===== config.mk =====
export PLATFORM = sky130hd
export DESIGN_NAME = vga_bounce_renderer
export DESIGN_NICKNAME = d
export VERILOG_FILES = /design/src/rtl/vga_bounce_renderer.sv
export SDC_FILE = /design/constraint.sdc
export NUM_CORES = 1
export LEC_CHECK = 0
export ABC_AREA = 1
export BUFFER_PORTS_ARGS = -buffer_cell sky130_fd_sc_hd__buf_2
export CELL_PAD_IN_SITES_DETAIL_PLACEMENT = 0
export CELL_PAD_IN_SITES_GLOBAL_PLACEMENT = 1
export CORE_MARGIN = 5
export CORE_UTILIZATION = 43
export CTS_CLUSTER_SIZE = 10
export DETAILED_ROUTE_END_ITERATION = 7
export GPL_TIMING_DRIVEN = 1
export PLACE_DENSITY_LB_ADDON = 0.1
export SETUP_SLACK_MARGIN = 0.1
export SYNTH_ARGS = -nofsm -noshare
export SYNTH_HDL_FRONTEND = slang
export SYNTH_SLANG_ARGS = --single-unit
export TNS_END_PERCENT = 20

===== constraint.sdc =====
create_clock -name clk -period 2.8 [get_ports clk]
set_input_delay 0 -clock clk [delete_from_list [all_inputs] [get_ports clk]]
set_output_delay 0 -clock clk [all_outputs]
set_load 0.005 [all_outputs]

===== src/rtl/vga_bounce_renderer.sv =====
// Pixel stage behind the VGA timing generator: draws a bouncing box over a
// background colour, recolouring and flashing white on every wall hit.
module vga_bounce_renderer #(
  parameter int         H_ACTIVE     = 640,
  parameter int         V_ACTIVE     = 480,
  parameter int         BOX_SIZE     = 32,
  parameter int         SPEED        = 2,
  parameter int         FLASH_FRAMES = 8,
  parameter logic [2:0] BG_COLOR     = 3'b001
) (
  input  logic        clk,
  input  logic        rst,
  input  logic        pix_ce,
  input  logic [9:0]  counter_x,
  input  logic [9:0]  counter_y,
  input  logic        in_display_area,
  input  logic        run,
  output logic [2:0]  pixel,
  output logic        bounce,
  output logic        corner,
  output logic [15:0] hit_count
);

  localparam int          FW      = $clog2(FLASH_FRAMES + 1);
  localparam logic [10:0] LIM_X   = 11'(H_ACTIVE - BOX_SIZE);
  localparam logic [10:0] LIM_Y   = 11'(V_ACTIVE - BOX_SIZE);
  localparam logic [10:0] SPEED_W = 11'(SPEED);
  localparam logic [10:0] BOX_W   = 11'(BOX_SIZE);
  localparam logic [9:0]  START_X = 10'((H_ACTIVE - BOX_SIZE) / 2);
  localparam logic [9:0]  START_Y = 10'((V_ACTIVE - BOX_SIZE) / 2);

  typedef enum logic [1:0] {IDLE, MOVE, FLASH} state_t;

  state_t          state_q, state_d;
  logic [9:0]      box_x_q, box_x_d, box_y_q, box_y_d;
  logic            dir_x_q, dir_x_d, dir_y_q, dir_y_d;
  logic [2:0]      color_q, color_d;
  logic [FW-1:0]   flash_q, flash_d;
  logic [2:0]      pixel_q, pixel_d;
  logic            bounce_q, bounce_d, corner_q, corner_d;
  logic [15:0]     hit_count_q, hit_count_d;

  logic            frame_tick, hit_x, hit_y, do_move, in_box;
  logic [11:0]     step_x, step_y;

  // Returns {hit, new_dir_is_negative, new_pos}; clamps at either wall.
  function automatic logic [11:0] step_axis(input logic [9:0] pos, input logic dir_neg,
                                            input logic [10:0] limit);
    logic [10:0] p;
    p = {1'b0, pos};
    if (!dir_neg) begin
      if (p + SPEED_W >= limit) return {1'b1, 1'b1, limit[9:0]};
      else                      return {1'b0, 1'b0, 10'(p + SPEED_W)};
    end else begin
      if (p <= SPEED_W) return {1'b1, 1'b0, 10'd0};
      else              return {1'b0, 1'b1, 10'(p - SPEED_W)};
    end
  endfunction

  // Black is reserved for blanking, so the colour cycle skips it.
  function automatic logic [2:0] next_color(input logic [2:0] c);
    logic [2:0] n;
    n = c + 3'd1;
    return (n == 3'd0) ? 3'd1 : n;
  endfunction

  assign frame_tick = pix_ce && (counter_x == 10'd0) && ({1'b0, counter_y} == 11'(V_ACTIVE));
  assign step_x = step_axis(box_x_q, dir_x_q, LIM_X);
  assign step_y = step_axis(box_y_q, dir_y_q, LIM_Y);
  assign hit_x  = step_x[11];
  assign hit_y  = step_y[11];
  assign in_box = ({1'b0, counter_x} >= {1'b0, box_x_q}) &&
                  ({1'b0, counter_x} <  {1'b0, box_x_q} + BOX_W) &&
                  ({1'b0, counter_y} >= {1'b0, box_y_q}) &&
                  ({1'b0, counter_y} <  {1'b0, box_y_q} + BOX_W);

  always_comb begin
    state_d     = state_q;
    box_x_d     = box_x_q;
    box_y_d     = box_y_q;
    dir_x_d     = dir_x_q;
    dir_y_d     = dir_y_q;
    color_d     = color_q;
    flash_d     = flash_q;
    pixel_d     = pixel_q;
    bounce_d    = 1'b0;
    corner_d    = 1'b0;
    hit_count_d = hit_count_q;
    do_move     = 1'b0;

    if (frame_tick) begin
      case (state_q)
        IDLE:  if (run) state_d = MOVE;
        MOVE:  if (!run) state_d = IDLE;
               else do_move = 1'b1;
        FLASH: begin
          if (!run) begin
            state_d = IDLE;
            flash_d = '0;
          end else begin
            do_move = 1'b1;
            if (!(hit_x || hit_y)) begin
              if (flash_q <= FW'(1)) begin
                flash_d = '0;
                state_d = MOVE;
              end else begin
                flash_d = flash_q - FW'(1);
              end
            end
          end
        end
        default: state_d = IDLE;
      endcase
    end

    if (do_move) begin
      box_x_d = step_x[9:0];
      dir_x_d = step_x[10];
      box_y_d = step_y[9:0];
      dir_y_d = step_y[10];
      if (hit_x || hit_y) begin
        state_d     = FLASH;
        bounce_d    = 1'b1;
        corner_d    = hit_x && hit_y;
        hit_count_d = hit_count_q + 16'd1;
        color_d     = next_color(color_q);
        flash_d     = FW'(FLASH_FRAMES);
      end
    end

    // Output stage: one pix_ce of latency from the beam counters.
    if (pix_ce) begin
      if (!in_display_area) pixel_d = 3'b000;
      else if (in_box)      pixel_d = (flash_q != '0) ? 3'b111 : color_q;
      else                  pixel_d = BG_COLOR;
    end
  end

  always_ff @(posedge clk) begin
    if (rst) begin
      state_q     <= IDLE;
      box_x_q     <= START_X;
      box_y_q     <= START_Y;
      dir_x_q     <= 1'b0;
      dir_y_q     <= 1'b0;
      color_q     <= 3'b100;
      flash_q     <= '0;
      pixel_q     <= 3'b000;
      bounce_q    <= 1'b0;
      corner_q    <= 1'b0;
      hit_count_q <= 16'd0;
    end else begin
      state_q     <= state_d;
      box_x_q     <= box_x_d;
      box_y_q     <= box_y_d;
      dir_x_q     <= dir_x_d;
      dir_y_q     <= dir_y_d;
      color_q     <= color_d;
      flash_q     <= flash_d;
      pixel_q     <= pixel_d;
      bounce_q    <= bounce_d;
      corner_q    <= corner_d;
      hit_count_q <= hit_count_d;
    end
  end

  assign pixel     = pixel_q;
  assign bounce    = bounce_q;
  assign corner    = corner_q;
  assign hit_count = hit_count_q;

endmodule


==> results_dict.tcl, run 1 <==
set metrics [dict create \
    outcome "completed" \
    depth_of_the_most_critical_reg_to_reg_path 11 \
    drc 0 \
    synthesis.yosys.warnings 0 \
    cts_hold_buffers 0 \
    synth_common_cells "129 x sky130_fd_sc_hd__nand2_1, 79 x sky130_fd_sc_hd__inv_1, 63 x sky130_fd_sc_hd__a21oi_1, 53 x sky130_fd_sc_hd__nor2_1, 51 x sky130_fd_sc_hd__nand3_1" \
    rsz0062_at_grt "false" \
    finalWeightedCongestion 0.855 \
    synth_cell_types 47 \
    io_pins 46 \
    slew_violations 0 \
    clock_path_buffers 2 \
    tns_ns 0 \
    worst_ep_required_time_ns 3.04 \
    drive_above_1_share 0.151 \
    slew-limit-headroom 0.597 \
    synthesis.area_per_instance_um2 6.83 \
    pwrdens_mw_per_mm2 260 \
    synth.yosys.seq_area_share 0.225 \
    worst_hold_slack_ns 0.0335 \
    grt_max_degree 28 \
    net_count_after_synthesis 726 \
    fin_crit_ns 2.39 \
    finalNetCount 769 \
    worst_clock_skew_ns 0.0130 \
    die-height_um 112 \
    die_span_in_x_um 112 \
    final-setup-viol-count 0 \
    rr_endpoint "pixel[1]" \
    groute.usage.overall 0.194 \
    die_area_mm2 0.0125 \
    rr_startpoint "box_y_q[6]" \
    leakagePower_nw 2.18 \
    dp.final_hpwl_um 9490 \
    hold_path.startpoint "pix_ce" \
    antenna_found_initial 0 \
    yosys_register_bits 50 \
    worstPathArrival_ns 2.64 \
    worst_setup_path_start_kind "flop" \
    coreArea_mm2 0.0102 \
    area_delta_synth_final_pct 9.75 \
    cts.htree.levels 2 \
    initial_utilization 0.435 \
    routed_wl_um 11700 \
    finalCritPeriodShare 0.855 \
    synthMostInstantiatedCell "sky130_fd_sc_hd__nand2_1" \
    critical_path.endpoint_type "flop" \
    gr-total-overflow 0 \
    count_of_instances_resized_after_the_clock_tree_is_built 0 \
    cts_inserted_buffers 5 \
    drt_pass1_iterations 4 \
    grt_pass1_vias 4098 \
    max_clock_freq_mhz 418 \
    netlist_area_mm2 0.00445 \
    fillers 1083 \
    final_hold_violation_count 0 \
    cts_tree "done" \
    hold_path.class "input pin to flop" \
    yosysTopAreaCellShare 0.225 \
    post_synth_inst_count 652 \
    worstSkewPairLatency_ns 0.30 \
    total_via_count_after_detailed_routing 4274 \
    highest_ir_drop_seen_on_vdd_mv 0.210 \
    post-synth-top-area-cell "sky130_fd_sc_hd__dfxtp_1" \
    worstPathMaxFanout 6 \
    timing_worst_setup_path_type "flop to flop" \
    clkSlewWorstSetupHoldPaths_ns 0.10 \
    row_count 37 \
    min_delay_path_depth 4 \
    diodes 0 \
    avgRoutedWirePerCell_um 14.1 \
    drt-vias-per-instance 5.14 \
    cts_setup_buffers 0 \
    portBuffers 45 \
    tightestPinTransition_ns 0.604 \
    grt_first_pass_wirelength_um 20300 \
    detailed_router_s_first_iteration_violation_count 226 \
    cap_viol_max_count 0 \
    cts.sink_count 50 \
    synth_enable_flop_cells 0 \
    dominantRegCellSynth "sky130_fd_sc_hd__dfxtp_1" \
    clock-root-buffer "sky130_fd_sc_hd__clkbuf_8" \
    synth_top_cells_by_area "sky130_fd_sc_hd__dfxtp_1 22%, sky130_fd_sc_hd__ha_1 14%, sky130_fd_sc_hd__nand2_1 11%, sky130_fd_sc_hd__a21oi_1 7.1%, sky130_fd_sc_hd__inv_1 6.7%" \
    drtAntennaViolNets 0 \
    reg2reg_setup_slack_ns 0.41 \
    synth-async-reset-ratio 0 \
    timing.hold.worst_endpoint "pixel[1]" \
]
registers in the layout, indices dropped and copies added, names as in the netlist:
signal and count:
bounce 1, box_x_q 9, box_y_q 9, color_q 3, corner 1, dir_x_q 1
dir_y_q 1, flash_q 4, hit_count 16, pixel 3, state_q 2
worst max path at each step:
stage / from / to / cells after the start
after floorplan: box_y_q[5] / pixel[2] / 12
after global placement: box_y_q[5] / pixel[2] / 11
after detailed placement: box_y_q[5] / pixel[2] / 11
after CTS: box_y_q[5] / pixel[2] / 11
after global routing: box_y_q[6] / pixel[2] / 11
final: box_y_q[6] / pixel[1] / 11
layout make-up:
| cell class | count | area (um^2) | area share |
|---|---|---|---|
| timing repair buffer | 49 | 255 | 0.0522 |
| clock inverter | 2 | 13.8 | 0.00282 |
| sequential | 50 | 1000 | 0.205 |
| tap | 136 | 170 | 0.0348 |
| inverter | 89 | 337 | 0.0689 |
| clock buffer | 6 | 72.6 | 0.0149 |
| multi-input combinational | 500 | 3040 | 0.621 |
routing by layer:
metal | vias up | part of all wire | track usage
met4 | 0 | 0.015 | 0.0454
li1 | 2266 | - | -
met1 | 1927 | 0.49 | 0.273
met3 | 14 | 0.034 | 0.0255
met2 | 67 | 0.47 | 0.314
met5 | - | 0 | 0
worst max-delay path: stages (launching register included):
cell,delay [ns]
sky130_fd_sc_hd__dfxtp_1,0.44
sky130_fd_sc_hd__inv_1,0.17
sky130_fd_sc_hd__ha_1,0.30
sky130_fd_sc_hd__inv_1,0.04
sky130_fd_sc_hd__ha_1,0.29
sky130_fd_sc_hd__a21oi_1,0.12
sky130_fd_sc_hd__o21ai_0,0.09
sky130_fd_sc_hd__nor3b_1,0.14
sky130_fd_sc_hd__nor3_1,0.30
sky130_fd_sc_hd__nor3b_2,0.26
sky130_fd_sc_hd__nand2_1,0.07
sky130_fd_sc_hd__a21oi_1,0.11
report_power, final:
| group | internal [W] | total, W | switching, W |
|---|---|---|---|
| Sequential | 0.000711 | 0.000712 | 0.000000616 |
| Clock | 0.000177 | 0.000432 | 0.000254 |
| Combinational | 0.0000476 | 0.000126 | 0.0000782 |
layout by cell type, fill, tap and decap left out, types with 4 or more instances in the layout:
cell type / synthesis / layout
sky130_fd_sc_hd__nand2_1: 129 / 129
sky130_fd_sc_hd__inv_2: 9 / 9
sky130_fd_sc_hd__xnor2_1: 5 / 5
sky130_fd_sc_hd__nor2_2: 6 / 6
sky130_fd_sc_hd__o21ai_0: 30 / 30
sky130_fd_sc_hd__buf_2: 4 / 45
sky130_fd_sc_hd__buf_4: 4 / 4
sky130_fd_sc_hd__nor3_1: 12 / 12
sky130_fd_sc_hd__clkbuf_8: 0 / 5
sky130_fd_sc_hd__inv_1: 79 / 79
sky130_fd_sc_hd__xor2_1: 19 / 19
sky130_fd_sc_hd__nor4_1: 6 / 6
sky130_fd_sc_hd__nand4_1: 15 / 15
sky130_fd_sc_hd__nor2_1: 53 / 53
sky130_fd_sc_hd__ha_1: 49 / 49
sky130_fd_sc_hd__a21oi_1: 63 / 63
sky130_fd_sc_hd__nand3_1: 51 / 51
sky130_fd_sc_hd__o21ai_1: 7 / 7
sky130_fd_sc_hd__dfxtp_1: 50 / 49
sky130_fd_sc_hd__nand2_8: 4 / 4
sky130_fd_sc_hd__nand2_2: 8 / 8
sky130_fd_sc_hd__nand3_2: 4 / 4
stage by stage:
stage / instance area (um^2) / total power [W] / std cells / setup slack [ns] / utilization
after floorplan: 4450 / 0.000801 / 652 / 0.626 / -
after global placement: 4790 / 0.000853 / 824 / 0.326 / 0.469
after detailed placement: 4790 / 0.000855 / 824 / 0.236 / 0.469
after CTS: 4880 / 0.00129 / 832 / 0.218 / 0.477
after global routing: 4890 / 0.00133 / 832 / 0.139 / 0.478
final: 4890 / 0.00127 / 832 / 0.406 / 0.478
logic make-up (layout without fill, tap and decap cells):
group,count (synthesis),count (layout),synth area share
DFF,50,50,0.225
xor gates and xnor gates,24,24,0.0472
buffers and inverters,102,146,0.0944
adders and majority gates,49,49,0.138
AOI/OAI and AO/OA,122,122,0.150
and+or+nand+nor,305,305,0.345
No activity file was read; power rests on OpenSTA's default activity.
==> run 2: changes to the inputs <==
PLACE_DENSITY = 0.92   (was not set)
PLACE_DENSITY_LB_ADDON = not set   (was 0.1)
==> run 2 against run 1 <==
Effect of this change:
- fmax grew 2.5%
- largest cell class unchanged
- worst setup slack improved by 0.059 ns
- sequential cell count unchanged
- utilization grew 0.26 points
- via count is 3.5% higher
- first-iteration DRC count is 8.0% higher
==> results_dict.tcl, run 2 (same netlist as run 1, synthesis figures left out) <==
set metrics [dict create \
    worst_ep_required_time_ns 3.04 \
    cts_tree "done" \
    drive_above_1_share 0.152 \
    dp.final_hpwl_um 9380 \
    drt_pass1_iterations 4 \
    placedInstanceArea_mm2 0.00479 \
    grt_first_pass_wirelength_um 19800 \
    finalWeightedCongestion 0.926 \
    cp_cell_sequence "inv_1 > ha_1 > inv_1 > ha_1 > a21oi_1 > o21ai_0 > nor3b_1 > nor3_1 > nor3b_2 > nand2_1 > a21oi_1" \
    rr_startpoint "box_y_q[6]" \
    detailed_router_s_first_iteration_violation_count 244 \
    finalNetCount 769 \
    critPathLaunch "box_y_q[6]" \
    drtAntennaViolNets 0 \
    io_pins 46 \
    drc 0 \
    tightestPinTransition_ns 0.691 \
    timing_worst_setup_path_type "flop to flop" \
    cts_hold_buffers 0 \
    die-height_um 112 \
    power.clock.fraction 0.394 \
    grt_max_degree 27 \
    worstPathArrival_ns 2.58 \
    initial_utilization 0.435 \
    timing.critical_path.slowest_cell_delay_ns 0.45 \
    hold_path.startpoint "pix_ce" \
    netSwitchingPower_w 0.000356 \
    hold_path.class "input pin to flop" \
    drt-vias-per-instance 5.31 \
    pwr-share-seq 0.515 \
    final_hold_violation_count 0 \
    cell_type_of_the_slowest_stage_on_the_worst_timing_path "sky130_fd_sc_hd__dfxtp_1" \
    die_area_mm2 0.0125 \
    clock-root-buffer "sky130_fd_sc_hd__clkbuf_8" \
    diodes 0 \
    die_span_in_x_um 112 \
    worst_setup_path_start_kind "flop" \
    finalCritPeriodShare 0.834 \
    crit_family "simple AND/OR/NAND/NOR gates" \
    portBuffers 45 \
    most_common_cell_after_layout_fill_and_taps_aside "sky130_fd_sc_hd__nand2_1" \
    cts.htree.levels 2 \
    total_via_count_after_detailed_routing 4422 \
    slew-limit-headroom 0.539 \
    coreArea_mm2 0.0102 \
    worstSkewPairLatency_ns 0.32 \
    highest_ir_drop_seen_on_vdd_mv 0.197 \
    pwrdens_mw_per_mm2 282 \
    final-setup-viol-count 0 \
    clkSlewWorstSetupHoldPaths_ns 0.10 \
    worst_clock_skew_ns 0.0126 \
    p_comb_frac 0.092 \
    largest_reg_flops 16 \
    tns_ns 0 \
    power.internal_w 0.00103 \
    groute.usage.overall 0.189 \
    critical_path.endpoint_type "flop" \
    row_count 37 \
    layout_common_cells "129 x sky130_fd_sc_hd__nand2_1, 79 x sky130_fd_sc_hd__inv_1, 63 x sky130_fd_sc_hd__a21oi_1" \
    avgRoutedWirePerCell_um 14.3 \
    cts_inserted_buffers 5 \
    max_clock_freq_mhz 428 \
    cts.sink_count 50 \
    worstPathMaxFanout 6 \
    post-layout-total-power_w 0.00138 \
    cap_viol_max_count 0 \
    fin_crit_ns 2.33 \
    rsz0062_at_grt "false" \
    leakagePower_nw 2.20 \
    outcome "completed" \
    fillers 1087 \
    clock_path_buffers 2 \
    layout.cell_area.non_filler_mm2 0.00491 \
    power.share.switching 0.257 \
    cp_num_buf_inv 2 \
    gr-total-overflow 0 \
    postLayoutCoreUtil 0.480 \
    slew_violations 0 \
    antenna_found_initial 0 \
    area_delta_synth_final_pct 10.3 \
    routed_wl_um 11900 \
    grt_pass1_vias 4219 \
]
## run 2: stage by stage
step,worst slack (ns),hold slack (ns),std cells
6_report,0.465,0.0301,832
5_1_grt,0.187,0.0649,832
4_1_cts,0.344,0.0313,832
3_5_place_dp,0.354,0.366,824
3_3_place_gp,0.465,0.341,824
2_1_floorplan,0.626,0.200,652
## run 2: path summary, 6_finish.rpt
check | end | slack, ns | cells past startpoint
max | pixel[1] | 0.47 | 11
max reg2reg | pixel[1] | 0.47 | 11
min | pixel[0] | 0.03 | 4
min reg2reg | pixel[0] | 0.48 | 2
## run 2: power groups by stage
stage,Combinational (W),Sequential (W),Clock [W]
final,0.000127,0.000712,0.000545
after detailed placement,0.000125,0.000729,0
after global routing,0.000145,0.000713,0.000590
after CTS,0.000126,0.000712,0.000553
after floorplan,0.0000723,0.000729,0
after global placement,0.000121,0.000729,0
## run 2: metal layers
metal	track usage	up-vias	share of wire
met3	0.0255	20	0.033
met2	0.324	108	0.49
met5	0	-	0
met4	0.0673	0	0.029
li1	-	2262	-
met1	0.243	2032	0.45
## run 2: repair_timing
action / 4_1_cts / 5_1_grt
setup endpoints to repair: 0 / 2
gates resized for setup: 0 / 2
buffers inserted: 0 / 0
## run 2: final cells by class
class                           count  area (um^2)  share of cell area
Inverter                           89          337              0.0685
Tap cell                          136          170              0.0346
Timing Repair Buffer               49          255              0.0520
Clock inverter                      3         43.8             0.00891
Clock buffer                        5         68.8              0.0140
Sequential cell                    50         1000               0.204
Multi-Input combinational cell    500         3040               0.618
## run 2: worst min-delay path: cells and delay by family
kind | cells | cell delay, ns
buffers and inverters | 2 | 0.18
AO/OA/AOI/OAI | 1 | 0.05
AND/OR/NAND/NOR | 1 | 0.07
